File: config.mk
export PLATFORM = sky130hd
export DESIGN_NAME = beeper_seq
export DESIGN_NICKNAME = d
export VERILOG_FILES = /design/src/rtl/beeper_seq.sv
export SDC_FILE = /design/constraint.sdc
export NUM_CORES = 1
export LEC_CHECK = 0
export CORE_MARGIN = 2
export CORE_UTILIZATION = 40
export DETAILED_ROUTE_END_ITERATION = 10
export PLACE_DENSITY = 0.67
export SLEW_MARGIN = 0
export SYNTH_ARGS = -nofsm -noshare
export SYNTH_HDL_FRONTEND = slang
export SYNTH_SLANG_ARGS = --single-unit
export TNS_END_PERCENT = 50
File: constraint.sdc
create_clock -name clk_i -period 8.52 [get_ports clk_i]
set_clock_uncertainty 0.05 [all_clocks]
set_input_delay 1.704 -clock clk_i [delete_from_list [all_inputs] [get_ports clk_i]]
set_output_delay 1.704 -clock clk_i [all_outputs]
set_load 0.005 [all_outputs]
File: src/rtl/beeper_seq.sv
// Multi-channel piezo tone/burst generator: per-channel square-wave tone gated into
// on/off bursts with a repeat count or continuous mode, plus a start/stop command pair.
module beeper_seq #(
    parameter int unsigned CH       = 2,
    parameter int unsigned DIV_W    = 16,
    parameter int unsigned DUR_W    = 12,
    parameter int unsigned REP_W    = 4,
    parameter int unsigned TICK_DIV = 1000
) (
    input  logic                clk_i,
    input  logic                rst_i,
    input  logic [CH-1:0]       start_i,
    input  logic [CH-1:0]       stop_i,
    input  logic [CH*DIV_W-1:0] half_per_i,
    input  logic [CH*DUR_W-1:0] on_len_i,
    input  logic [CH*DUR_W-1:0] off_len_i,
    input  logic [CH*REP_W-1:0] repeat_i,
    output logic [CH-1:0]       beep_o,
    output logic                beep_mix_o,
    output logic [CH-1:0]       busy_o,
    output logic [CH-1:0]       done_o
);

    localparam int unsigned PreW = (TICK_DIV > 1) ? $clog2(TICK_DIV) : 1;
    localparam logic [PreW-1:0] PreMax = PreW'(TICK_DIV - 1);

    typedef enum logic [1:0] {StIdle, StOn, StOff} state_e;

    for (genvar i = 0; i < CH; i++) begin : g_ch
        state_e           state_q;
        logic [DIV_W-1:0] hp_q, div_q;
        logic [DUR_W-1:0] on_q, off_q, dur_q;
        logic [REP_W-1:0] rep_q, rep_cnt_q;
        logic [PreW-1:0]  pre_q;
        logic             beep_q, done_q;

        logic [DIV_W-1:0] hp_in;
        logic [DUR_W-1:0] on_in, off_in, len;
        logic [REP_W-1:0] rep_in;
        logic             tick, phase_end;

        assign hp_in     = half_per_i[i*DIV_W +: DIV_W];
        assign on_in     = on_len_i[i*DUR_W +: DUR_W];
        assign off_in    = off_len_i[i*DUR_W +: DUR_W];
        assign rep_in    = repeat_i[i*REP_W +: REP_W];
        assign tick      = (pre_q == PreMax);
        assign len       = (state_q == StOn) ? on_q : off_q;
        assign phase_end = tick && (dur_q == len - DUR_W'(1));

        always_ff @(posedge clk_i) begin
            if (rst_i) begin
                state_q   <= StIdle;
                hp_q      <= '0;
                div_q     <= '0;
                on_q      <= '0;
                off_q     <= '0;
                dur_q     <= '0;
                rep_q     <= '0;
                rep_cnt_q <= '0;
                pre_q     <= '0;
                beep_q    <= 1'b0;
                done_q    <= 1'b0;
            end else begin
                done_q <= 1'b0;
                case (state_q)
                    StIdle: begin
                        // stop in the same cycle as start keeps the channel idle
                        if (start_i[i] && !stop_i[i] && on_in != '0) begin
                            hp_q      <= (hp_in == '0) ? DIV_W'(1) : hp_in;
                            on_q      <= on_in;
                            off_q     <= (off_in == '0) ? DUR_W'(1) : off_in;
                            rep_q     <= rep_in;
                            div_q     <= '0;
                            dur_q     <= '0;
                            rep_cnt_q <= '0;
                            pre_q     <= '0;
                            beep_q    <= 1'b1;
                            state_q   <= StOn;
                        end
                    end
                    default: begin
                        if (stop_i[i]) begin
                            state_q <= StIdle;
                            beep_q  <= 1'b0;
                        end else begin
                            pre_q <= tick ? '0 : pre_q + PreW'(1);
                            if (tick) begin
                                dur_q <= phase_end ? '0 : dur_q + DUR_W'(1);
                            end
                            if (state_q == StOn) begin
                                if (phase_end) begin
                                    if (rep_cnt_q != '1) begin
                                        rep_cnt_q <= rep_cnt_q + REP_W'(1);
                                    end
                                    beep_q <= 1'b0;
                                    if (rep_q != '0 && rep_cnt_q + REP_W'(1) == rep_q) begin
                                        state_q <= StIdle;
                                        done_q  <= 1'b1;
                                    end else begin
                                        state_q <= StOff;
                                    end
                                end else if (div_q == hp_q - DIV_W'(1)) begin
                                    beep_q <= ~beep_q;
                                    div_q  <= '0;
                                end else begin
                                    div_q <= div_q + DIV_W'(1);
                                end
                            end else if (phase_end) begin
                                state_q <= StOn;
                                beep_q  <= 1'b1;
                                div_q   <= '0;
                            end
                        end
                    end
                endcase
            end
        end

        assign beep_o[i] = beep_q;
        assign done_o[i] = done_q;
        assign busy_o[i] = (state_q != StIdle);
    end

    assign beep_mix_o = |beep_o;

endmodule

### Word level (Yosys, flattened, before mapping)

Index checks and enable logic that the tools add are counted.

* flip-flop bits (word level): 180
* bits of input ports: 94
* output and inout port bits: 7
* logic and storage cells: 193

* $add $sub $neg: 12
* equality and inequality tests: 18
* muxes and demuxes: 80
* bitwise operators: 6
* reductions and logical operators: 55

Operators by type and width (number)
* $mux W16: 16
* $mux W12: 14
* $mux W10: 8
* $mux W4: 12
* $add A16 B1 Y16 const B: 2
* $eq A16 B16 Y1: 2
* $logic_not A16 Y1: 2
* $sub A16 B1 Y16 const B: 2
* $mux W2: 14
* $add A12 B1 Y12 const B: 2
* $eq A12 B12 Y1: 2
* $logic_not A12 Y1: 2
* $reduce_bool A12 Y1: 2
* $reduce_bool A4 Y1: 6
* $sub A12 B1 Y12 const B: 2
* $add A10 B1 Y10 const B: 2
* $eq A10 B10 Y1 const B: 2
* $reduce_bool A2 Y1: 10
* $mux W1: 16
* $reduce_and A2 Y1: 6
* $reduce_and A3 Y1: 4
* $reduce_bool A3 Y1: 4
* $reduce_and A5 Y1: 2
* $reduce_or A5 Y1: 2
* other kinds (13): 35

### Logic depth before layout (Yosys ltp)

* word-level depth: 9
* gate-level depth with buffers: 17
* mapped depth without buffers: 12

### Least setup slack after synthesis

OpenSTA, ideal clock, no wires.

* kind: input -> register
* start: input port stop_i[1]
* end: register g_ch[1].dur_q[11]
* library setup time: 0.120 ns
* arrival: 3.584 ns
* required time: 8.350 ns
* setup slack: 4.765 ns
* stages: 9
* buffers on the path: 2
* cells stage by stage: clkbuf_1 > a311oi_1 > or2_2 > clkbuf_1 > o21ai_0 > nor3_1 > nand4_1 > xor2_1 > nor2_1

* word-level cells in the longest chain between the ends: 5

RTL lines
* from (decl): line 13 `input logic [CH-1:0] stop_i,`
* $logic_not A1 Y1: line 68 `if (start_i[i] && !stop_i[i] && on_in != '0) begin`
* $logic_and A1 B1 Y1 (2 in series): line 68
* $ne A2 B2 Y1 (no source line)
* $reduce_and A3 Y1 (no source line) *
* to (signal assigned): line 88 `dur_q <= phase_end ? '0 : dur_q + DUR_W'(1);`
* to (decl): line 32 `logic [DUR_W-1:0] on_q, off_q, dur_q;`

Every way passes the cells marked *; elsewhere a longest branch is shown, timed or not.
A chain may end at the register's enable or synchronous reset.

### Final worst setup path

* start: input port on_len_i[18]
* end: register g_ch[1].rep_cnt_q[0]

* word-level cells in the longest chain between the ends: 4

RTL lines
* from (decl): line 15 `input logic [CH*DUR_W-1:0] on_len_i,`
* $reduce_bool A12 Y1: line 68
* $logic_and A1 B1 Y1: line 68
* $ne A2 B2 Y1 (no source line)
* $reduce_and A5 Y1 (no source line)
* to (signal assigned): line 93 `rep_cnt_q <= rep_cnt_q + REP_W'(1);`
* to (decl): line 33 `logic [REP_W-1:0] rep_q, rep_cnt_q;`

Every way passes these cells.

==> impl_metrics.tcl <==
set metrics [dict create \
    status "completed" \
    core_area_um2 25200 \
    async_flop_share_pct 0 \
    synth_top_area_share_pct 35.0 \
    fin_tns_setup_ns 0 \
    htreeDepth 4 \
    drt_iter0_drc 476 \
    fp.dieH_um 164 \
    required_ns 8.78 \
    die_x_um 164 \
    min_from "g_ch[0].off_q[11]" \
    syn_avg_cell_area_um2 7.82 \
    syn_area_um2 10300 \
    max_freq_mhz 233 \
    synth_nets 1421 \
    placedCellCount 1689 \
    cts_resized 0 \
    cts_tree "built" \
    pin_count 101 \
    grt_max_degree 92 \
    power_density_nw_per_um2 167 \
    cap_violations 0 \
    highest_layer "met4" \
    p_leak_uw 0.00454 \
    p_int_uw 1460 \
    ys.flop_type "dfxtp_1" \
    clock_latency_ns 0.43 \
    start_kind "primary input" \
    cts-buffers-inserted 17 \
    wl_um 25700 \
    met2_length_um 12100 \
    synthTopCellsByArea "dfxtp_1, nand2_1, xor2_1, a21oi_1, xnor2_1" \
    start_util_pct 40.8 \
    pwr-share-seq_pct 44.6 \
    power_uw 2010 \
    antenna_left 0 \
    cts_max_path_buffers 2 \
    slew_viol_final 0 \
    antenna_cells 0 \
    vdd_ir_drop_max_mv 0.0947 \
    grt_pass1_vias 9038 \
    hold_path_class "reg2reg" \
    wl_met1_um 12400 \
    drive_above_1_share_pct 5.47 \
    gp_congestion 0.840 \
    grt_overflow 0 \
    drc 0 \
    finalNonFillerCells 1720 \
    route.met3.wl_um 856 \
    critical_path_class "in2reg" \
    ys_types 72 \
    clkPwrFrac_pct 39.0 \
    slew_headroom_pct 33.5 \
    synth_top_area_cell "dfxtp_1" \
    post-cts-setup-buffer-count 0 \
    crit_fanout 44 \
    io_buffers 100 \
    fin_ws_ns 4.24 \
    fin_util_pct 47.9 \
    clkTransAtPathRegs_ns 0.06 \
    dr.pass1.iters 5 \
    via_per_inst 5.47 \
    p_sw_uw 551 \
    p_comb_share_pct 16.4 \
    startpoint "on_len_i[18]" \
    swShare_pct 27.3 \
    antenna_found_initial 0 \
    numClockSinks 180 \
    nNetsFinal 1484 \
    num_vias 9413 \
    ys.warnings.count 0 \
    min_period_ns 4.28 \
    fillers 2412 \
    rr_startpoint "g_ch[0].state_q[0]" \
    finalCritPeriodShare_pct 50.3 \
    dieArea_um2 27000 \
    ys_seq_area_share_pct 35.0 \
    hold_viol_final 0 \
    syn-instance-count 1315 \
    dp_hpwl_um 18900 \
    rsz0062_at_grt "false" \
    synth_seq_cells 180 \
    clk_root_buffer_cell "clkbuf_16" \
    synth_edf_count 0 \
    grt_pass1_wl_um 43400 \
    area_delta_synth_final_pct 17.3 \
    track_usage_pct 19.5 \
    rows 58 \
    setup_violations 0 \
    hold_buffers 0 \
    routedWlPerCell_um 14.9 \
    worst_pin_slew_ns 0.994 \
    dp_slack_ns 3.77 \
    endpoint_kind "flop" \
    cp_data_arrival_time_ns 4.54 \
]
## layer usage
| layer | track usage, % | vias to the layer above |
|---|---|---|
| met2 | 32.0 | 149 |
| met4 | 5.58 | 0 |
| met3 | 2.90 | 33 |
| met1 | 26.7 | 4454 |
| li1 | - | 4777 |
| met5 | 0 | - |
## final cells by class
cell class | instances | area (um^2) | area share, %
flip-flops and latches | 180 | 3600 | 29.9
inverters | 22 | 82.6 | 0.684
clock buffers | 19 | 453 | 3.75
multi-input cells | 1048 | 6320 | 52.4
clock inverters | 12 | 129 | 1.07
repair buffers | 109 | 1070 | 8.84
well taps | 330 | 413 | 3.42
## worst paths after layout
check | endpoint | slack (ns) | depth (start not counted)
min reg2reg | g_ch[0].off_q[11] | 0.40 | 2
max | g_ch[1].rep_cnt_q[0] | 4.24 | 9
min | g_ch[0].off_q[11] | 0.40 | 2
max reg2reg | g_ch[0].div_q[4] | 4.45 | 12
## power groups by stage
stage	Clock, uW	Combinational, uW	Sequential, uW
after global placement	0	322	917
final	785	330	899
after detailed placement	0	328	918
after CTS	797	331	899
after global routing	833	368	903
after floorplan	0	232	905
## synth_stat cells (all sizes together) (4+ instances only)
library cell    n
nand2         239
dfxtp         180
nor2          115
a21oi         108
xor2           63
xnor2          57
nand3          52
clkbuf         47
nor3           40
mux2i          34
nor4           29
or3            26
nand4          25
and3           24
inv            22
a31oi          18
buf            18
o21ai          18
a21o           17
o31ai          16
nand2b         13
nor2b          13
or2            13
ha             12
nor3b          11
a211oi          9
a211o           8
nand3b          8
a221o           7
mux2            7
or4             7
a311oi          5
a22oi           4
nand4b          4
nor4b           4
o31a            4
## critical path, stage by stage
cell and delay [ns]:
clkdlybuf4s50_1 0.50, nor4_1 0.10, a311oi_1 0.49, or2_2 0.32
nand2b_1 0.13, nor2_4 0.76, a21oi_1 0.26, mux2i_1 0.22
nor2_1 0.05
## flip-flops by register name (all words and copies together) (netlist names)
signal          count
g_ch.on_q          24
g_ch.rep_q          8
g_ch.state_q        4
g_ch.hp_q          32
g_ch.dur_q         24
g_ch.div_q         32
g_ch.done_q         2
g_ch.beep_q         2
g_ch.off_q         24
g_ch.pre_q         20
g_ch.rep_cnt_q      8
## stage by stage
stage               hold slack (ns)  instance area [um^2]
floorplan                     0.383                 10300
global placement              0.397                 11500
detailed placement            0.398                 11500
CTS                           0.406                 12100
global route                  0.425                 12100
finish                        0.404                 12100
## cells in the final DEF, fill, tap and decap left out, types with 18 or more instances in the layout
cell / synthesis / final
a21oi_1: 107 / 107
and3_1: 24 / 24
clkdlybuf4s50_1: 0 / 99
dfxtp_1: 180 / 180
inv_1: 22 / 22
mux2i_1: 34 / 34
nand2_1: 239 / 239
nand3_1: 51 / 51
nand4_1: 25 / 25
nor2_1: 115 / 113
nor3_1: 40 / 40
nor4_1: 28 / 28
o21ai_0: 18 / 18
or3_1: 26 / 26
xnor2_1: 57 / 57
xor2_1: 63 / 63
## cell families (layout without fill, tap and decap cells)
kind of cell / Yosys count / in the layout / share of synthesized area, %
adders and majority gates: 12 / 12 / 1.46
DFF: 180 / 180 / 35.0
xor gates and xnor gates: 120 / 120 / 10.2
muxes: 41 / 41 / 4.08
buffers and inverters: 87 / 162 / 3.64
and+or+nand+nor: 630 / 630 / 29.8
AOI/OAI and AO/OA: 245 / 245 / 15.8
Power figures use the tool's default switching activity.
